File: config.mk
export PLATFORM = sky130hd
export DESIGN_NAME = diagram_sample_scheduler
export DESIGN_NICKNAME = d
export VERILOG_FILES = /design/src/rtl/diagram_pkg.sv /design/src/rtl/sample_fifo.sv /design/src/rtl/diagram_sample_scheduler.sv
export SDC_FILE = /design/constraint.sdc
export NUM_CORES = 1
export LEC_CHECK = 0
export CORE_MARGIN = 10
export CORE_UTILIZATION = 48
export DETAILED_ROUTE_END_ITERATION = 8
export PLACE_DENSITY = 0.8
export SYNTH_ARGS = -nofsm -noshare
export SYNTH_HDL_FRONTEND = slang
export SYNTH_SLANG_ARGS = --single-unit
File: constraint.sdc
create_clock -name clock -period 5.05 [get_ports clock]
set_clock_uncertainty 0.1 [all_clocks]
set_input_delay 0.7575 -clock clock [delete_from_list [all_inputs] [get_ports clock]]
set_output_delay 0.7575 -clock clock [all_outputs]
set_load 0.02 [all_outputs]
File: src/rtl/diagram_pkg.sv
// Shared types and default sizes for the motor-position diagram path
// (sample producer, scheduler and pixel renderer).
package diagram_pkg;
  localparam int DEFAULT_SAMPLE_WIDTH = 8;
  localparam int DEFAULT_DEPTH        = 1024;
  localparam int DEFAULT_ADDR_BITS    = $clog2(DEFAULT_DEPTH);
  localparam int DEFAULT_FIFO_DEPTH   = 4;

  typedef logic [DEFAULT_SAMPLE_WIDTH-1:0] sample_t;
  typedef logic [DEFAULT_ADDR_BITS-1:0]    ring_addr_t;
endpackage

File: src/rtl/sample_fifo.sv
// Small synchronous FIFO staging producer samples until the RAM port is free.
// The head is shown combinationally on dout; a push while full is dropped.
module sample_fifo #(
  parameter int WIDTH = 8,
  parameter int DEPTH = 4
) (
  input  logic             clock,
  input  logic             reset,
  input  logic             push,
  input  logic             pop,
  input  logic [WIDTH-1:0] din,
  output logic [WIDTH-1:0] dout,
  output logic             full,
  output logic             empty
);
  localparam int PW = $clog2(DEPTH);
  localparam logic [PW:0] FULL_COUNT = (PW+1)'(DEPTH);

  logic [WIDTH-1:0] mem [DEPTH];
  logic [PW-1:0]    head;
  logic [PW-1:0]    tail;
  logic [PW:0]      count;
  logic             do_push;
  logic             do_pop;

  assign full    = (count == FULL_COUNT);
  assign empty   = (count == '0);
  assign do_push = push && !full;
  assign do_pop  = pop && !empty;
  assign dout    = mem[head];

  always_ff @(posedge clock) begin
    if (do_push) mem[tail] <= din;
  end

  always_ff @(posedge clock) begin
    if (reset) begin
      head  <= '0;
      tail  <= '0;
      count <= '0;
    end else begin
      if (do_push) tail <= tail + PW'(1);
      if (do_pop)  head <= head + PW'(1);
      case ({do_push, do_pop})
        2'b10:   count <= count + (PW+1)'(1);
        2'b01:   count <= count - (PW+1)'(1);
        default: count <= count;
      endcase
    end
  end
endmodule

File: src/rtl/diagram_sample_scheduler.sv
// Shares one single-port sample RAM between the motor sample producer (ring
// writes) and the diagram renderer (frame-relative reads, absolute priority).
module diagram_sample_scheduler
  import diagram_pkg::*;
#(
  parameter int SAMPLE_WIDTH = DEFAULT_SAMPLE_WIDTH,
  parameter int DEPTH        = DEFAULT_DEPTH,
  parameter int FIFO_DEPTH   = DEFAULT_FIFO_DEPTH,
  localparam int ADDR_BITS   = $clog2(DEPTH)
) (
  input  logic                    clock,
  input  logic                    reset,
  input  logic                    video_vsync,
  input  logic                    smp_valid,
  output logic                    smp_ready,
  input  logic [SAMPLE_WIDTH-1:0] smp_data,
  input  logic                    rd_en,
  input  logic [ADDR_BITS-1:0]    rd_index,
  output logic                    rd_valid,
  output logic [SAMPLE_WIDTH-1:0] rd_data,
  output logic                    ram_en,
  output logic                    ram_we,
  output logic [ADDR_BITS-1:0]    ram_addr,
  output logic [SAMPLE_WIDTH-1:0] ram_wdata,
  input  logic [SAMPLE_WIDTH-1:0] ram_rdata,
  output logic [ADDR_BITS-1:0]    frame_base,
  output logic                    ring_full
);
  localparam logic [ADDR_BITS-1:0] LAST_ADDR = ADDR_BITS'(DEPTH - 1);

  logic                    fifo_full;
  logic                    fifo_empty;
  logic [SAMPLE_WIDTH-1:0] fifo_dout;
  logic                    do_write;
  logic [ADDR_BITS-1:0]    wr_ptr;
  logic [ADDR_BITS-1:0]    wr_ptr_next;
  logic                    vsync_prev;
  logic                    vsync_rise;
  logic                    rd_pipe;

  // Producer handshake: a sample moves on a clock edge where smp_valid and
  // smp_ready are both high; smp_ready depends only on registered FIFO state.
  assign smp_ready = !fifo_full;

  sample_fifo #(
    .WIDTH (SAMPLE_WIDTH),
    .DEPTH (FIFO_DEPTH)
  ) u_fifo (
    .clock (clock),
    .reset (reset),
    .push  (smp_valid),
    .pop   (do_write),
    .din   (smp_data),
    .dout  (fifo_dout),
    .full  (fifo_full),
    .empty (fifo_empty)
  );

  always_comb begin
    ram_en    = 1'b0;
    ram_we    = 1'b0;
    ram_addr  = wr_ptr;
    ram_wdata = fifo_dout;
    do_write  = 1'b0;
    if (!reset) begin
      if (rd_en) begin
        ram_en   = 1'b1;
        ram_addr = frame_base + rd_index;
      end else if (!fifo_empty) begin
        ram_en   = 1'b1;
        ram_we   = 1'b1;
        do_write = 1'b1;
      end
    end
  end

  assign wr_ptr_next = do_write ? wr_ptr + ADDR_BITS'(1) : wr_ptr;
  assign vsync_rise  = video_vsync && !vsync_prev;

  // A write landing on the vsync edge is already counted in wr_ptr_next,
  // so it belongs to the new frame.
  always_ff @(posedge clock) begin
    if (reset) begin
      wr_ptr     <= '0;
      ring_full  <= 1'b0;
      vsync_prev <= 1'b0;
      frame_base <= '0;
      rd_pipe    <= 1'b0;
      rd_valid   <= 1'b0;
      rd_data    <= '0;
    end else begin
      wr_ptr     <= wr_ptr_next;
      vsync_prev <= video_vsync;
      if (do_write && wr_ptr == LAST_ADDR) ring_full <= 1'b1;
      if (vsync_rise) frame_base <= ring_full ? wr_ptr_next : '0;
      rd_pipe  <= rd_en;
      rd_valid <= rd_pipe;
      if (rd_pipe) rd_data <= ram_rdata;
    end
  end
endmodule

======== After elaboration in Yosys (flattened, before gate mapping) ========
Memory sizes are Yosys's and may differ from the RTL's. A register that Yosys moved wholly into a read port is not among the register bits.
Index checks and enable logic that the tools add are counted.
operators by class
  $add $sub $neg .......................... 6
  $mul .................................... 0
  divide/modulo/power cells ............... 0
  magnitude comparators ................... 0
  equality and inequality tests ........... 4
  shifts and indexed selects .............. 0
  muxes and demuxes ....................... 14
  bitwise gates (word level) .............. 0
  reduce and logical (&&, ||, !) cells .... 9
operator list
  cell                   number
  $mux 10                4
  $add 10x1->10 const B  1
  $add 10x10->10         1
  $eq 10x10->1 const B   1
  $mux 1                 7
  $pmux 3 s2             1
  $add 2x1->2 const B    2
  $logic_and 1x1->1      4
  $mux 2                 2
  $add 3x1->3 const B    1
  $eq 3x3->1 const B     1
  $logic_not 1->1        3
  $logic_not 3->1        1
  $sub 3x1->3 const B    1
  $eq 2x1->1 const B     1
  $eq 2x2->1 const B     1
  $reduce_bool 2->1      1
storage, ports and cells
  bits in registers ....................... 39
  latch bits .............................. 0
  RAM bits ................................ 32
  memory bits (read-only) ................. 0
  bits of input ports ..................... 31
  output and inout bits ................... 41
  memories ................................ 1
memory list
  memory      words  width  read ports  clocked after memory_dff  wr ports  line               RTL
  u_fifo.mem  4      8      1           1                         1         sample_fifo.sv:19  logic [WIDTH-1:0] mem [DEPTH];

======== Longest topological paths before layout ========
Gate-level depths: netlist (run 1).
  word-level depth ........................ 7
  depth in mapped cells ................... 10
  depth with buffers taken out ............ 10

======== By module ========
A second synthesis (run 1) with hierarchy kept.
second synthesis, totals
  cells, all modules ...................... 288
  area, all modules ....................... 3,305.7 um2
modules (own cells, without submodules)
  module                    times used  cells an instance  area an instance (um2)  seq. area each (um2)
  diagram_sample_scheduler  1           192                1,670.4                 640.6
  sample_fifo               1           96                 1,635.3                 1,141.1

======== Worst setup path before layout (run 1) ========
OpenSTA, ideal clock, no wires.
  kind .................................... input to output
  start ................................... input port rd_index[0]
  end ..................................... output port ram_addr[6]
  arrival ................................. 2.522 ns
  data required time ...................... 4.193 ns
  setup slack ............................. 1.671 ns
  cell stages on the path ................. 7
  cell sequence ........................... ha_1 -> fa_1 -> a211oi_1 -> o21bai_1 -> a21oi_1 -> xor2_1 -> o21ai_0
between the ends
  longest elaborated chain between the ends .. 3
ends and longest elaborated chain
  what            line                            RTL
  from (decl)     diagram_sample_scheduler.sv:18  input logic [ADDR_BITS-1:0] rd_index,
  $add 10x10->10  diagram_sample_scheduler.sv:68  ram_addr = frame_base + rd_index;
  $mux 10         diagram_sample_scheduler.sv:66  if (rd_en) begin
  $mux 10         diagram_sample_scheduler.sv:65  if (!reset) begin
  to (decl)       diagram_sample_scheduler.sv:23  output logic [ADDR_BITS-1:0] ram_addr,
Every way passes these cells.

======== Worst setup path in the final report (run 1) ========
  start ................................... input port rd_index[0]
  end ..................................... output port ram_addr[8]
Same word-level chain as after synthesis.

==> results of run 1 <==
-- cell type report --
type	instances	share of cell area
sequential	73	0.4084
multi-input combinational	201	0.3344
timing repair buffer	73	0.1663
clock inverter	7	0.03269
clock buffer	9	0.02839
tap	80	0.02294
inverter	8	0.006883
-- power by group through the flow --
stage	logic (W)	clock network (W)	registers (W)
floorplan	0.000185	0	0.000690
global placement	0.000282	0	0.000704
detailed placement	0.000290	0	0.000706
CTS	0.000293	0.000601	0.000694
global route	0.000314	0.000629	0.000699
finish	0.000289	0.000589	0.000692
-- placed cells by master, fill, tap and decap left out, drive strengths merged, types with 3 or more instances in the layout --
cell type | synthesis | routed
a211oi | 4 | 4
a21oi | 11 | 11
and3 | 7 | 7
bufinv | 0 | 4
clkbuf | 6 | 9
clkdlybuf4s50 | 0 | 71
dfxtp | 41 | 41
edfxtp | 32 | 32
ha | 15 | 15
inv | 8 | 8
mux2i | 8 | 8
mux4 | 8 | 8
nand2 | 34 | 34
nand2b | 3 | 3
nand3 | 7 | 7
nor2 | 29 | 29
nor2b | 4 | 4
nor3 | 4 | 4
o211ai | 3 | 3
o21ai | 19 | 19
xnor2 | 7 | 7
xor2 | 18 | 18
-- kinds of logic after synthesis --
| group | after synthesis |
|---|---|
| AND/OR/NAND/NOR | 96 |
| flip-flops | 73 |
| multiplexers | 16 |
| buffers and inverters | 19 |
| AO/OA/AOI/OAI | 47 |
| adder cells (fa/ha/maj) | 17 |
| XOR/XNOR | 25 |
-- final timing paths --
kind	startpoint	cells past startpoint	to
worst min-delay path	frame_base[0]	2	frame_base[0]
worst max register to register	u_fifo.count[0]	8	u_fifo.count[2]
worst min register to register	frame_base[0]	2	frame_base[0]
worst max-delay path	rd_index[0]	9	ram_addr[8]
-- worst max-delay path: stages --
cell and delay, ps:
clkdlybuf4s50_1 410, ha_1 240, fa_1 430, a211oi_1 440
o211ai_1 170, o211ai_1 140, xor2_1 90, o21ai_0 190
clkdlybuf4s50_1 640
-- per-layer routing --
layer / share of wire / wire length, µm / track usage
met2: 0.51 / 3775 / 0.2613
met1: 0.40 / 3002 / 0.1573
met3: 0.074 / 550 / 0.07574
met4: 0.012 / 89 / 0.04171
met5: 0 / 0 / 0
-- sequential cells by signal, summed over array words and instances (netlist names), named ones only --
signal        flops
u_fifo.tail       2
u_fifo.count      3
ring_full         1
vsync_prev        1
u_fifo.head       2
frame_base       10
u_fifo.mem       32
rd_data           8
wr_ptr           10
rd_pipe           1
rd_valid          1
-- stage by stage --
| stage | total power, W | utilization | hold slack [ps] | cells |
|---|---|---|---|---|
| after floorplan | 0.0008747 | - | 369.2 | 293 |
| after global placement | 0.0009853 | 0.6063 | 373.3 | 435 |
| after detailed placement | 0.0009955 | 0.6063 | 388.1 | 435 |
| after CTS | 0.001587 | 0.6457 | 401.3 | 451 |
| after global routing | 0.001642 | 0.6457 | 428.3 | 451 |
| final | 0.001571 | 0.6457 | 393.4 | 451 |
==> impl_metrics.toml, run 1 <==
[die]
die_w_um = 103.2
initial_utilization = 0.4913
dieHeight_um = 103.2
core_area_mm2 = 0.006756
rows = 30
ios = 72
dieArea_mm2 = 0.01064

[setup_path]
end_kind = "primary output"
rrSetupSlack_ps = 2660
cp-start-kind = "input port"
arrival_ps = 3510
worst-path-max-fanout = 3
critPathKind = "in2out"
worstPathRequired_ps = 4190

[final_layout]
final_nets = 414
antenna_cells = 0
n_fill_cell = 507
final_area_mm2 = 0.004363
area_growth_pct = 31.44
drive_above_1_share = 0.08625
final-seq-area_mm2 = 0.001782
multi_input_area_mm2 = 0.001459

[global_routing]
grt_pass1_vias = 2588
grt.overflow.total = 0
grt_use_total = 0.1507
grt_max_degree = 38
grt_pass1_wl_mm = 12.32
antenna_found_initial = 0

[power]
netSwitchingFraction = 0.2501
p_clk_frac = 0.375
power_density_mw_per_mm2 = 360.0
power_frac_comb = 0.184
leakage_nw = 1.612
p_sw_w = 0.0003928
intPower_w = 0.001178
seqPwrFrac = 0.441
peakVddDrop_uv = 257.1

[clock_network]
cts.clk_slew.worst_paths_ps = 70
cts_tree = "yes"
clock_path_buffers = 2
cts_setup_buffers = 0
clk_latency_ps = 350
cts_root_buf = "clkbuf_8"
cts_hold_buffers = 0
cts_buffers = 9
cts_resized = 0
cts.sinks = 73
cts_htree_levels = 3

[yosys]
netlist.area_leader.share = 0.2895
synth.largest_area_cell = "edfxtp_1"
synth-compound-area-share = 0.08669
ys.flop_type = "dfxtp_1"
synthMuxAreaShare = 0.07840
synthXorXnorAreaFrac = 0.06596
syn-num-nets = 341
ys_seq_area_frac = 0.5368
synth-simple-area-share = 0.1398
syn_area_mm2 = 0.003319
syn_area_per_cell_um2 = 11.33
syn_inst = 293
yosys_warnings = 0
synth_fa_ha_area_frac = 0.06860
synth_area_leaders = "edfxtp_1 29%, dfxtp_1 25%, ha_1 5.7%"
synth_top_family_by_area = "simple AND/OR/NAND/NOR gates"
ys_types = 42
yosys.cell_count.top_type = "dfxtp_1"
ys_seq_elements = 73
synth_edf_count = 32
ys_top_cells_by_count = "41 x dfxtp_1, 34 x nand2_1, 32 x edfxtp_1"
async_reset_ff_frac = 0

[sta]
rsz0062_at_grt = "no"
fmax_mhz = 229.2
hold_viol_final = 0
finalSetupTns_ps = 0
maxSlewViolCount = 0
max_slew_margin = 0.5667
setup_ws_ps = 687.0
worst_slew_pin_slew_ps = 647.5
period_share = 0.8640
setup_violations = 0
finalCriticalPeriod_ps = 4363

[status]
status = "finished clean"

[detailed_routing]
routed_wl_mm = 7.418
drc = 0
drt.antenna.violating_nets = 0
initialDrtViolationCount = 90
avgRoutedWirePerCell_um = 16.45
avgViaCountPerCell = 5.457
dr.pass1.iters = 4
dr_total_vias = 2461

[worst_hold_path]
min_path_type = "reg2reg"

[run]
cap_viol_max_count = 0

[place]
io_buffers = 71
place_area_mm2 = 0.004096
gp_congestion = 0.8194
place_ws_ps = 700.0
post-dp-hpwl_mm = 5.486
Power figures use the tool's default switching activity.
==> inputs of run 2 (changes only) <==
--- a/config.mk
+++ b/config.mk
@@ -5,7 +5,9 @@
 export SDC_FILE = /design/constraint.sdc
 export NUM_CORES = 1
 export LEC_CHECK = 0
-export CORE_MARGIN = 10
+export CAP_MARGIN = 30
+export CORE_ASPECT_RATIO = 1.75
+export CORE_MARGIN = 2
 export CORE_UTILIZATION = 48
 export DETAILED_ROUTE_END_ITERATION = 8
 export PLACE_DENSITY = 0.8
==> run 2 against run 1 <==
Compared with the run above: via count fell by 2.0%; largest cell class unchanged; routed wire length decreased by 6.8%; clock power grew 4.9%; critical endpoint unchanged; sequential cell count unchanged; largest power group unchanged.
==> impl_metrics.toml, run 2 (synthesis results as in run 1) <==
[status]
status = "finished clean"

[die]
dieHeight_um = 114.0
dieArea_mm2 = 0.007623
core_area_mm2 = 0.006807
ios = 72
rows = 40
die_w_um = 66.86
initial_utilization = 0.4877

[place]
gp_congestion = 0.8296
post-dp-hpwl_mm = 5.215
place_area_mm2 = 0.004101
io_buffers = 71

[clock_network]
cts.sinks = 73
cts_setup_buffers = 0
cts_hold_buffers = 0
cts_root_buf = "clkbuf_16"
cts_tree = "yes"
clock_path_buffers = 2
cts_resized = 0
cts.clk_slew.worst_paths_ps = 50
cts_htree_levels = 3
clk_latency_ps = 330
cts_buffers = 9

[power]
power_density_mw_per_mm2 = 362.6
intPower_w = 0.001194
leakage_nw = 1.624
p_sw_w = 0.0004008
peakVddDrop_uv = 179.1
power_frac_comb = 0.178
p_clk_frac = 0.387
seqPwrFrac = 0.434
netSwitchingFraction = 0.2513

[final_layout]
reg_top3 = "u_fifo.mem: 32 flops, frame_base: 10 flops, wr_ptr: 10 flops"
post-route-util = 0.6463
area_growth_pct = 32.53
largest_reg_flops = 32
final_nets = 414
mostFrequentLayoutCells = "71 x clkdlybuf4s50_1, 41 x dfxtp_1, 34 x nand2_1"
final_area_mm2 = 0.004399
final_common_cell = "clkdlybuf4s50_1"
multi_input_area_mm2 = 0.001459
drive_above_1_share = 0.08356
final-seq-area_mm2 = 0.001782
antenna_cells = 0
n_fill_cell = 563
regMostFlops = "u_fifo.mem"

[setup_path]
end_kind = "primary output"
r2r-start = "u_fifo.count[0]"
critical_path_buf_inv_count = 2
max_stage_delay_ps = 630
worst-path-max-fanout = 3
arrival_ps = 3410
critPathKind = "in2out"
r2r-end = "u_fifo.count[2]"
rr_worst_depth = 10
path_delay_family = "buffers and inverters"
cp-start-kind = "input port"
rrSetupSlack_ps = 2700
crit_chain = "clkdlybuf4s50_1 -> ha_1 -> fa_1 -> a211oi_1 -> o211ai_1 -> o211ai_1 -> xor2_1 -> o21ai_0 -> clkdlybuf4s50_1"
crit_slowest_cell = "clkdlybuf4s50_1"
worstPathRequired_ps = 4190

[sta]
max_slew_margin = 0.5563
rsz0062_at_grt = "no"
maxSlewViolCount = 0
fmax_mhz = 234.1
finalCriticalPeriod_ps = 4272
hold_viol_final = 0
setup_violations = 0
finalSetupTns_ps = 0
period_share = 0.8460
worst_slew_pin_slew_ps = 663.2

[global_routing]
grt.overflow.total = 0
grt_pass1_vias = 2470
grt_pass1_wl_mm = 11.13
grt_max_degree = 38
grt_use_total = 0.1963
antenna_found_initial = 0

[run]
cap_viol_max_count = 0

[detailed_routing]
drc = 0
initialDrtViolationCount = 101
routed_wl_mm = 6.917
dr_total_vias = 2412
avgRoutedWirePerCell_um = 15.20
dr.pass1.iters = 4
drt.antenna.violating_nets = 0
avgViaCountPerCell = 5.301

[worst_hold_path]
min_path_cells = 2
min_path_type = "reg2reg"
whs_endpoint = "frame_base[0]"
hp-start = "frame_base[0]"
-- run 2: power groups by stage --
| stage | Clock (W) | Combinational, W | Sequential, W |
|---|---|---|---|
| floorplan | 0 | 0.000185 | 0.000690 |
| global placement | 0 | 0.000280 | 0.000703 |
| detailed placement | 0 | 0.000286 | 0.000707 |
| CTS | 0.000636 | 0.000289 | 0.000695 |
| global route | 0.000652 | 0.000310 | 0.000699 |
| finish | 0.000618 | 0.000285 | 0.000693 |
-- run 2: through the flow --
step | setup slack (ps) | hold slack [ps] | power [W] | instances
finish | 777.6 | 395.7 | 0.001595 | 455
global route | 610.9 | 422.3 | 0.001662 | 455
CTS | 756.2 | 396.7 | 0.001619 | 455
detailed placement | 786.6 | 384.1 | 0.0009926 | 439
global placement | 794.2 | 374.7 | 0.0009825 | 439
floorplan | 1671 | 369.2 | 0.0008747 | 293
-- run 2: layout make-up --
cell class	instances	share of cell area
repair buffers	73	0.1650
inverters	8	0.006826
well taps	84	0.02389
clock buffers	11	0.05518
clock inverters	5	0.01251
flip-flops and latches	73	0.4050
multi-input cells	201	0.3316
-- run 2: per-layer routing --
| layer | wire length [µm] | up-vias | track usage |
|---|---|---|---|
| li1 | - | 1184 | - |
| met1 | 2602 | 1149 | 0.1961 |
| met2 | 3864 | 66 | 0.3660 |
| met3 | 301 | 13 | 0.04635 |
| met4 | 148 | 0 | 0.09388 |
| met5 | 0 | - | 0 |
-- run 2: worst max path at each step --
| stage | start | end | cells after the start |
|---|---|---|---|
| final | rd_index[0] | ram_addr[8] | 9 |
| after global routing | rd_index[0] | ram_addr[6] | 9 |
| after CTS | rd_index[0] | ram_addr[6] | 9 |
| after detailed placement | rd_index[0] | ram_addr[6] | 9 |
| after global placement | rd_index[0] | ram_addr[6] | 9 |
| after floorplan | rd_index[0] | ram_addr[6] | 7 |
-- run 2: worst min-delay path: stages, from the launching register on --
cell      delay, ps
dfxtp_1         320
nand2b_1         70
a21oi_1          50
